`src/rtl/data_bus_mapper.sv`:
```
`default_nettype none
// data_bus_mapper: routes MemoryAccess-stage loads/stores to on-chip data memory,
// one of N peripheral channels (req/ack with timeout), or an unmapped-access fault.
// Revision: 1.0
module data_bus_mapper #(
  parameter int              AW              = 64,
  parameter int              N_PERIPH        = 4,
  parameter logic [AW-1:0]   PERIPH_BASE     = AW'(64'h400),
  parameter int              PERIPH_WIN_LOG2 = 8,
  parameter logic [AW-1:0]   MEM_BASE        = AW'(64'h800),
  parameter int              MEM_LOG2        = 11,
  parameter int              TIMEOUT         = 16
) (
  input  logic                      clk,
  input  logic                      rstn,
  input  logic [AW-1:0]             mr,
  input  logic [63:0]               mqb,
  input  logic                      mwmem,
  input  logic                      mrmem,
  input  logic [2:0]                mfunc3,
  output logic [63:0]               md,
  output logic                      stall,
  output logic                      fault,
  output logic                      mem_en,
  output logic                      mem_we,
  output logic [MEM_LOG2-1:0]       mem_addr,
  output logic [63:0]               mem_wdata,
  output logic [2:0]                mem_func3,
  input  logic [63:0]               mem_rdata,
  output logic [N_PERIPH-1:0]       p_sel,
  output logic                      p_we,
  output logic [PERIPH_WIN_LOG2-1:0] p_addr,
  output logic [63:0]               p_wdata,
  output logic [1:0]                p_size,
  input  logic [64*N_PERIPH-1:0]    p_rdata,
  input  logic [N_PERIPH-1:0]       p_ack
);

  localparam int            CNT_W    = $clog2(TIMEOUT);
  localparam logic [AW-1:0] MEM_SIZE = AW'(1) << MEM_LOG2;

  typedef enum logic [1:0] {S_IDLE, S_BUSY, S_DONE} state_t;
  typedef enum logic [1:0] {SEL_NONE, SEL_MEM, SEL_PERIPH} sel_t;

  state_t                     state_q, state_d;
  sel_t                       sel_q, sel_d;
  logic                       fault_q, fault_d;
  logic [63:0]                rdata_q, rdata_d;
  logic [CNT_W-1:0]           cnt_q, cnt_d;
  logic                       to_q, to_d;
  logic                       uns_q, uns_d;
  logic [N_PERIPH-1:0]        psel_q, psel_d;
  logic                       pwe_q, pwe_d;
  logic [PERIPH_WIN_LOG2-1:0] paddr_q, paddr_d;
  logic [63:0]                pwdata_q, pwdata_d;
  logic [1:0]                 psize_q, psize_d;

  logic                       w_req, w_mem_hit, w_aligned, w_periph_go, w_ack;
  logic [N_PERIPH-1:0]        w_hit;
  logic [63:0]                w_prdata;

  function automatic logic [63:0] extend(input logic [63:0] d, input logic [1:0] sz,
                                         input logic uns);
    case (sz)
      2'd0:    return uns ? {56'd0, d[7:0]}  : {{56{d[7]}}, d[7:0]};
      2'd1:    return uns ? {48'd0, d[15:0]} : {{48{d[15]}}, d[15:0]};
      2'd2:    return uns ? {32'd0, d[31:0]} : {{32{d[31]}}, d[31:0]};
      default: return d;
    endcase
  endfunction

  // Windows are assumed naturally aligned, so in-window offsets are the low address bits.
  always_comb begin
    w_mem_hit = (mr >= MEM_BASE) && (mr < MEM_BASE + MEM_SIZE);
    w_hit     = '0;
    for (int i = 0; i < N_PERIPH; i++) begin
      if ((mr >= PERIPH_BASE + (AW'(i) << PERIPH_WIN_LOG2)) &&
          (mr <  PERIPH_BASE + (AW'(i + 1) << PERIPH_WIN_LOG2)))
        w_hit[i] = 1'b1;
    end
    case (mfunc3[1:0])
      2'd0:    w_aligned = 1'b1;
      2'd1:    w_aligned = (mr[0] == 1'b0);
      2'd2:    w_aligned = (mr[1:0] == 2'b00);
      default: w_aligned = (mr[2:0] == 3'b000);
    endcase
    w_prdata = '0;
    for (int i = 0; i < N_PERIPH; i++) begin
      if (psel_q[i])
        w_prdata = w_prdata | p_rdata[64*i +: 64];
    end
  end

  assign w_req       = (state_q == S_IDLE) && (mwmem || mrmem);
  assign w_periph_go = w_req && !w_mem_hit && (|w_hit) && w_aligned;
  assign w_ack       = |(p_ack & psel_q);

  assign mem_en    = w_req && w_mem_hit;
  assign mem_we    = mem_en && mwmem;
  assign mem_addr  = mr[MEM_LOG2-1:0];
  assign mem_wdata = mqb;
  assign mem_func3 = mfunc3;
  assign stall     = w_periph_go || (state_q == S_BUSY);

  always_comb begin
    state_d  = state_q;
    sel_d    = SEL_NONE;
    fault_d  = 1'b0;
    rdata_d  = rdata_q;
    cnt_d    = cnt_q;
    to_d     = to_q;
    uns_d    = uns_q;
    psel_d   = psel_q;
    pwe_d    = pwe_q;
    paddr_d  = paddr_q;
    pwdata_d = pwdata_q;
    psize_d  = psize_q;
    case (state_q)
      S_IDLE: begin
        if (w_req) begin
          if (w_mem_hit) begin
            sel_d = mwmem ? SEL_NONE : SEL_MEM;
          end else if (w_periph_go) begin
            state_d  = S_BUSY;
            psel_d   = w_hit;
            pwe_d    = mwmem;
            paddr_d  = mr[PERIPH_WIN_LOG2-1:0];
            pwdata_d = mqb;
            psize_d  = mfunc3[1:0];
            uns_d    = mfunc3[2];
            cnt_d    = '0;
            to_d     = 1'b0;
          end else begin
            fault_d = 1'b1;
          end
        end
      end
      S_BUSY: begin
        if (w_ack) begin
          rdata_d = pwe_q ? 64'd0 : extend(w_prdata, psize_q, uns_q);
          psel_d  = '0;
          state_d = S_DONE;
        end else if (cnt_q == CNT_W'(TIMEOUT - 1)) begin
          rdata_d = 64'd0;
          to_d    = 1'b1;
          psel_d  = '0;
          state_d = S_DONE;
        end else begin
          cnt_d = cnt_q + CNT_W'(1);
        end
      end
      S_DONE: begin
        sel_d   = SEL_PERIPH;
        fault_d = to_q;
        state_d = S_IDLE;
      end
      default: state_d = S_IDLE;
    endcase
  end

  always_ff @(posedge clk or negedge rstn) begin
    if (!rstn) begin
      state_q  <= S_IDLE;
      sel_q    <= SEL_NONE;
      fault_q  <= 1'b0;
      rdata_q  <= '0;
      cnt_q    <= '0;
      to_q     <= 1'b0;
      uns_q    <= 1'b0;
      psel_q   <= '0;
      pwe_q    <= 1'b0;
      paddr_q  <= '0;
      pwdata_q <= '0;
      psize_q  <= '0;
    end else begin
      state_q  <= state_d;
      sel_q    <= sel_d;
      fault_q  <= fault_d;
      rdata_q  <= rdata_d;
      cnt_q    <= cnt_d;
      to_q     <= to_d;
      uns_q    <= uns_d;
      psel_q   <= psel_d;
      pwe_q    <= pwe_d;
      paddr_q  <= paddr_d;
      pwdata_q <= pwdata_d;
      psize_q  <= psize_d;
    end
  end

  always_comb begin
    case (sel_q)
      SEL_MEM:    md = mem_rdata;
      SEL_PERIPH: md = rdata_q;
      default:    md = 64'd0;
    endcase
  end

  assign fault   = fault_q;
  assign p_sel   = psel_q;
  assign p_we    = pwe_q;
  assign p_addr  = paddr_q;
  assign p_wdata = pwdata_q;
  assign p_size  = psize_q;

endmodule
`default_nettype wire
```
`config.mk`:
```
export PLATFORM = sky130hd
export DESIGN_NAME = data_bus_mapper
export DESIGN_NICKNAME = d
export VERILOG_FILES = /design/src/rtl/data_bus_mapper.sv
export SDC_FILE = /design/constraint.sdc
export NUM_CORES = 1
export LEC_CHECK = 0
export CAP_MARGIN = 20
export CORE_AREA = 3 3 263 265
export DETAILED_ROUTE_END_ITERATION = 16
export DIE_AREA = 0 0 266 268
export PLACE_DENSITY = 0.36
export SETUP_SLACK_MARGIN = 0.3
export SYNTH_ARGS = -nofsm -noshare
export SYNTH_HDL_FRONTEND = slang
export SYNTH_SLANG_ARGS = --single-unit
export TNS_END_PERCENT = 30
```
`constraint.sdc`:
```
create_clock -name clk -period 3.37 [get_ports clk]
set_clock_uncertainty 0.15 [all_clocks]
set_input_delay 1.011 -clock clk [delete_from_list [all_inputs] [get_ports clk]]
set_output_delay 1.011 -clock clk [all_outputs]
set_load 0.05 [all_outputs]
```
==> reports/metrics.cfg <==
[outcome]
outcome = finished, violations left
violations = negative setup slack

[floorplanning]
dieArea_sq_um = 71300
core-area_sq_um = 67000
ios = 684
die_y_um = 268
initial_core_util_pct = 13.5
core.rowCount = 95
dieWidth_um = 266

[sta]
relSlewSlack_pct = 40.5
period_share_pct = 107
setup_viol = 3
hold_violations = 0
max_freq_mhz = 277
worst_pin_slew_ns = 0.892
rsz0062_at_grt = yes
slew_viol_final = 0
setup_slack_ns = -0.242
fin_hold_ws_ns = 0.342
min_period_ns = 3.61

[synth]
yosysTopAreaCell = dfrtp_1
syn_area_per_cell_sq_um = 9.98
synth_seq_cells = 154
syn_area_sq_um = 9050
yosys-top-cells-area = dfrtp_1 43%, a22oi_1 14%, mux2_4 8.6%
async_flop_share_pct = 100
synth_cell_types = 39
yosys.area.top_type_share_pct = 42.6
synth_edf_count = 0
syn_nets = 1369
yosysSeqAreaShare_pct = 42.6
ys.flop_type = dfrtp_1
syn_inst = 907
yosys_warnings = 0

[place]
post_dp_cell_area_sq_um = 18100
dp_hpwl_mm = 42.1
io_buffers = 683
pre_cts_ws_ns = -0.682
gp_congestion = 0.817

[hold_path]
holdCritStartpoint = to_q
worstHoldPathType = flip-flop to flip-flop
worstHoldPathCells = 2
hold_end = fault

[clocking]
cts_buffer_depth = 2
ctsHtreeMaxLevel = 4
clk_pin_slew_worst_paths_ns = 0.07
cts_made_buffers = 17
worst_skew_pair.late_latency_ns = 0.48
cts_root_buf = clkbuf_16
clock_sinks = 154
cts_tree = done

[critical_path]
path_max_fanout = 2
r2r_start = p_sel[1]
regToRegEndpoint = rdata_q[63]
end_kind = output pin
reg2reg_depth = 7
startpoint_type = primary input
worst-r2r-setup-slack_ns = 0.75
crit_arrival_ns = 2.45
cp.required_ns = 2.21
path_class = primary input to output pin

[grt]
antenna_found_initial = 8
grt-ovfl-total = 0
grt_first_pass_wirelength_mm = 77.9
gr-usage-all-layers_pct = 15.2
grt_pass1_vias = 11000
grt_max_degree = 69

[power]
power_density_nw_per_um2 = 249
p_leak_nw = 7.75
peakVddDrop_v = 0.000380

[layout]
n_fill_cell = 6941
multiInputGateArea_sq_um = 5090
drive_gt1_share_pct = 34.3
layout_commonest_cell = clkdlybuf4s50_1
final_cell_mix = 477 x clkdlybuf4s50_1, 158 x buf_12, 149 x dfrtp_1
nets = 1999
design_area_sq_um = 20000
ff_latch_area_sq_um = 3870
final_util_pct = 29.8
syn_to_final_growth_pct = 121

[detailed_routing]
vias = 9886
wl_per_cell_um = 23.0
drcViolationCount = 0
drt_iter0_drc = 323
vias_per_cell = 4.08
wl_mm = 55.8
first_pass_iters = 4
ant_nets = 0

[run]
maxCapViolCount = 0

## power by group
part | leakage [nW] | internal (W) | total [W] | switching [W]
clock network | 0.294 | 0.00106 | 0.00207 | 0.00100
registers | 2.14 | 0.00185 | 0.00185 | 0.000000154
logic | 5.32 | 0.000647 | 0.00106 | 0.000412
total | 7.75 | 0.00356 | 0.00497 | 0.00142
## synthesized netlist by cell type (3+ instances only)
cell,count
a21oi_1,28
a221oi_1,8
a22o_1,44
a22oi_1,174
a31o_2,3
buf_1,22
buf_2,9
buf_4,78
buf_6,7
clkbuf_1,42
dfrtp_1,154
ha_1,3
inv_1,5
mux2_2,24
mux2_4,52
mux2i_1,3
nand2_1,58
nand2b_1,3
nand3_1,35
nor2_1,83
nor3_1,4
nor4_1,14
o21ai_0,33
## metrics by stage
stage | instances | total power, W | setup TNS (ns)
2_1_floorplan | 907 | 0.00215 | -0.258
3_3_place_gp | 2354 | 0.00296 | -32.32
3_5_place_dp | 2354 | 0.00296 | -28.76
4_1_cts | 2420 | 0.00510 | -0.699
5_1_grt | 2425 | 0.00519 | -0.918
6_report | 2426 | 0.00497 | -0.683
## worst max-delay path by stage
stage | startpoint | to | slack (ns) | depth (start not counted)
floorplan | mr[29] | stall | -0.12 | 7
global placement | mr[31] | stall | -0.73 | 8
detailed placement | mr[31] | stall | -0.68 | 8
CTS | mr[14] | stall | -0.25 | 8
global route | mr[62] | stall | -0.32 | 8
finish | mr[32] | stall | -0.24 | 8
## sequential cells by signal (all words and copies together) (netlist names)
| name | cells |
|---|---|
| p_we | 1 |
| p_wdata | 64 |
| sel_q | 2 |
| uns_q | 1 |
| p_size | 2 |
| p_sel | 4 |
| state_q | 2 |
| to_q | 1 |
| p_addr | 8 |
| rdata_q | 64 |
| fault | 1 |
| cnt_q | 4 |
## critical path, cell delays in order
cell and delay [ns]:
clkdlybuf4s15_1 0.21, nor4_2 0.16, nand4_1 0.22, nor4_4 0.39, buf_4 0.19, nand2_4 0.06
nand2_8 0.06, buf_12 0.14
## kinds of logic after synthesis
family | after synthesis | share of synthesized area [%]
xor gates and xnor gates | 2 | 0.194
DFF | 154 | 42.6
and+or+nand+nor | 207 | 10.1
adders and majority gates | 3 | 0.415
muxes | 79 | 11.9
AOI/OAI and AO/OA | 299 | 24.1
buffers and inverters | 163 | 10.7
## cell type report
cell class | instances | share of cell area, %
Sequential cell | 154 | 19.4
Tap cell | 873 | 5.47
Inverter | 5 | 0.0940
Clock buffer | 17 | 2.13
Timing Repair Buffer | 769 | 46.5
Multi-Input combinational cell | 590 | 25.5
Antenna cell | 3 | 0.0376
Clock inverter | 15 | 0.878
## per-layer routing
layer  wire, um  vias to the layer above  global-route usage [%]
li1           -                     4586                       -
met1      22100                     4853                    17.4
met2      29000                      384                    27.1
met3       3830                       51                    5.02
met4        870                       12                    4.25
met5         60                        -                       0
## repair_timing
action	4_1_cts	5_1_grt
setup endpoints to repair	140	67
gates cloned	7	1
buffers inserted	27	2
resized for setup	357	28
pin swaps	86	91
hold buffers	0	0
No activity file was read; power rests on OpenSTA's default activity.
==> patch 1 (config.mk and constraints unchanged) <==
Make the reset (`rstn`) synchronous in one clocked block.
--- a/src/rtl/data_bus_mapper.sv
+++ b/src/rtl/data_bus_mapper.sv
@@ -158,7 +158,7 @@
     endcase
   end
 
-  always_ff @(posedge clk or negedge rstn) begin
+  always_ff @(posedge clk) begin
     if (!rstn) begin
       state_q  <= S_IDLE;
       sel_q    <= SEL_NONE;
Behaviour: differs if rstn is asserted again (counterexample within 4 cycles, from zero or initial values and one cycle with rstn low); with rstn held inactive, the same outputs for 4 cycles.
==> patch 1 against the original RTL <==
- the run still ends with negative setup slack left
- sequential share of layout area down 3.5 points
- sequential cell count unchanged
- synthesized area down 2.6%
- largest power group unchanged
- largest cell class unchanged
- setup slack worse by 86 ps
- routed wire length up 8.3%
- first-iteration DRC count up 85%
- highest routed layer unchanged
- power down 0.82%
- final area down 2.5%
==> patch 1: results (changes against the original RTL) <==
hpwl_um: 45900  # +8.9%
initialDrtViolationCount: 598  # +85%
drtPass1Iterations: 5  # +1
fin_area_sq_um: 19500  # -2.5%
synthXorXnorAreaFrac: 0.00298  # +0.00104
grt_max_degree: 111  # +61%
wl_um: 60500  # +8.3%
met3_usage: 0.0663  # +0.0161
cts_resized: 212  # -41%
wirelength_met1_um: 24200  # +9.4%
wl_met3_um: 5680  # +48%
synth_nets: 1529  # +12%
grt_pass1_wl_um: 82600  # +6.0%
power_frac_comb: 0.223  # +0.010
buf_share: 0.482  # +0.0172
critPathMaxFanout: 3  # +1
antenna_found_initial: 17  # +9
fin_nets: 2149  # +7.5%
grt_util_met2: 0.277  # +0.00612
synth_cells: 1067  # +18%
status: "finished, violations left"
clock_power_w: 0.00202  # -2%
worst_pin_slew_ps: 860  # -31.7 ps
internal_power_w: 0.00347  # -2.4%
grt_usage: 0.162  # +0.0102
r2r_cells: 9  # +2
drive_above_1_share: 0.258  # -0.0856
peakVddDrop_v: 0.000300  # -21%
violations: "negative setup slack"
placed_area_sq_um: 17800  # -1.5%
synth_mux_area_frac: 0.0874  # -0.0320
synth_area_leaders: "dfxtp_1 35%, a22oi_1 16%, mux2i_1 8.7%"
reg2reg_setup_slack_ps: 720  # -30 ps
cp.arrival_ps: 2540  # +90 ps
antenna_cells: 2  # -1
vias_per_cell: 4.19  # +2.9%
setup_viol: 3  # unchanged
worst_slack_ps: -328  # -86.2 ps
seq_area_frac_synth: 0.350  # -0.0761
postCtsSetupBuffers: 19  # -30%
dp.cells: 2510  # +6.6%
==> patch 1: cell count changes in the layout (fill, tap and decap cells not counted), moves of 24 or more <==
cell | before | now
dfrtp_1 | 149 | 0
dfxtp_1 | 0 | 148
nand2_1 | 56 | 181
mux2i_1 | 3 | 77
mux2_4 | 52 | 0
nor2_4 | 46 | 19
a22oi_1 | 116 | 141
nor2_2 | 18 | 43
mux2_2 | 24 | 0
==> patch 1: worst min-delay path by stage <==
stage                             end  slack, ps  cells past startpoint
after floorplan           rdata_q[10]        280                      2
after global placement    p_wdata[17]        290                      2
after detailed placement  p_wdata[28]        300                      2
after CTS                 rdata_q[14]        310                      2
after global routing      rdata_q[14]        320                      2
final                     p_wdata[53]        310                      2
==> patch 1: worst max-delay path: stages <==
cell and delay [ps]:
dlygate4sd2_1 240, nor4_2 260, nand4_1 230, nor4_4 270, and3_4 250, and2_4 150, buf_12 130
==> patch 2 (same flow settings) <==
Without the edit above. Set the parameter `N_PERIPH` to 5 (it was 4).
--- a/src/rtl/data_bus_mapper.sv
+++ b/src/rtl/data_bus_mapper.sv
@@ -4,7 +4,7 @@
 // Revision: 1.0
 module data_bus_mapper #(
   parameter int              AW              = 64,
-  parameter int              N_PERIPH        = 4,
+  parameter int              N_PERIPH        = 5,
   parameter logic [AW-1:0]   PERIPH_BASE     = AW'(64'h400),
   parameter int              PERIPH_WIN_LOG2 = 8,
   parameter logic [AW-1:0]   MEM_BASE        = AW'(64'h800),
Ports: changed (resized p_ack, p_rdata and p_sel); port bits go from 684 to 750. The function was not compared with the original's and may differ.
==> patch 2 against the original RTL <==
- the run still ends with negative setup slack left
- synthesized area rose by 4.4%
- power rose by 2.0%
- count of clock-buffer cells in the layout rose by 1
- final area rose by 4.4%
- routed wire length rose by 13%
- setup slack improved by 1.6 ps
- global-route usage rose by 1.9 points
- sequential cell count rose by 1
- die area did not move
- largest cell class unchanged
==> patch 2: results (changes against the original RTL) <==
drive_above_1_share: 0.313  # -0.0305
status: "finished, violations left"
vias_per_cell: 4.24  # +3.9%
peakVddDrop_v: 0.000365  # -4.0%
dr_wl_met2_um: 31800  # +9.6%
reg2reg_setup_slack_ps: 790  # +40 ps
grt_pass1_wl_um: 87300  # +12%
fin_setup_tns_ps: -654  # +29.7 ps
synth_nets: 1506  # +10%
hold_ws_ps: 352  # +10.1 ps
grt_max_degree: 70  # +1.4%
wirelength_met1_um: 25200  # +14%
power_frac_comb: 0.225  # +0.012
worstHoldStart: "rdata_q[5]"
p_sw_w: 0.00142  # -0.12%
hold_end: "rdata_q[5]"
grt_usage: 0.171  # +0.0194
dp.cells: 2495  # +6.0%
hpwl_um: 49000  # +16%
synth_cells: 979  # +7.9%
postCtsSetupBuffers: 13  # -52%
grt_util_met2: 0.299  # +0.0279
cp-endpoint: "mem_we"
p_per_area_nw_per_um2: 244  # -2.3%
fin_nets: 2193  # +9.7%
worst_slack_ps: -240  # +1.59 ps
timing.rr.end: "rdata_q[45]"
synth_cell_type_count: 42  # +7.7%
drtPass1Iterations: 6  # +2
antenna_found_initial: 15  # +7
wl_met3_um: 4970  # +30%
grt_pass1_vias: 11800  # +7.1%
initialDrtViolationCount: 432  # +34%
hold_depth: 1  # -1
num-fill-cells: 6888  # -0.76%
gp_congestion: 0.812  # -0.64%
setup_viol: 3  # unchanged
wl_per_cell_um: 24.7  # +7.3%
violations: "negative setup slack"
synth_common_cells: "155 x dfrtp_1, 129 x a22oi_1, 104 x nand2_1"
io_buffers: 749  # +9.7%
seq_area_frac_synth: 0.411  # -0.0152
patch 2: cell count changes in the layout (fill, tap and decap cells not counted), moves of 33 or more:
cell,before,now
a222oi_1,0,33
a22o_1,44,2
a22oi_1,116,65
clkdlybuf4s50_1,477,542
nand2_1,56,103
nor2_2,18,63
nor2_4,46,1
patch 2: kinds of logic after synthesis:
logic type	count (synthesis)	share of synthesized area
compound gates	309	0.234
xor+xnor	2	0.00185
fa+ha+maj	3	0.00397
buf+inv	172	0.106
flops	155	0.411
mux	80	0.125
simple gates	258	0.119
patch 2: cell type report:
class	count	area, sq um	share of cell area
multi-input combinational	652	5230	0.251
clock inverter	14	165	0.00793
tap	873	1090	0.0524
clock buffer	18	439	0.0211
sequential	155	3890	0.187
timing repair buffer	833	9970	0.479
antenna	6	15.0	0.000721
inverter	7	26.3	0.00126
patch 2: critical path, cell delays in order:
cell,delay [ps]
buf_6,90
nor4_2,260
nand4_1,220
nor4_4,350
and3_4,240
and2_4,150
buf_12,130
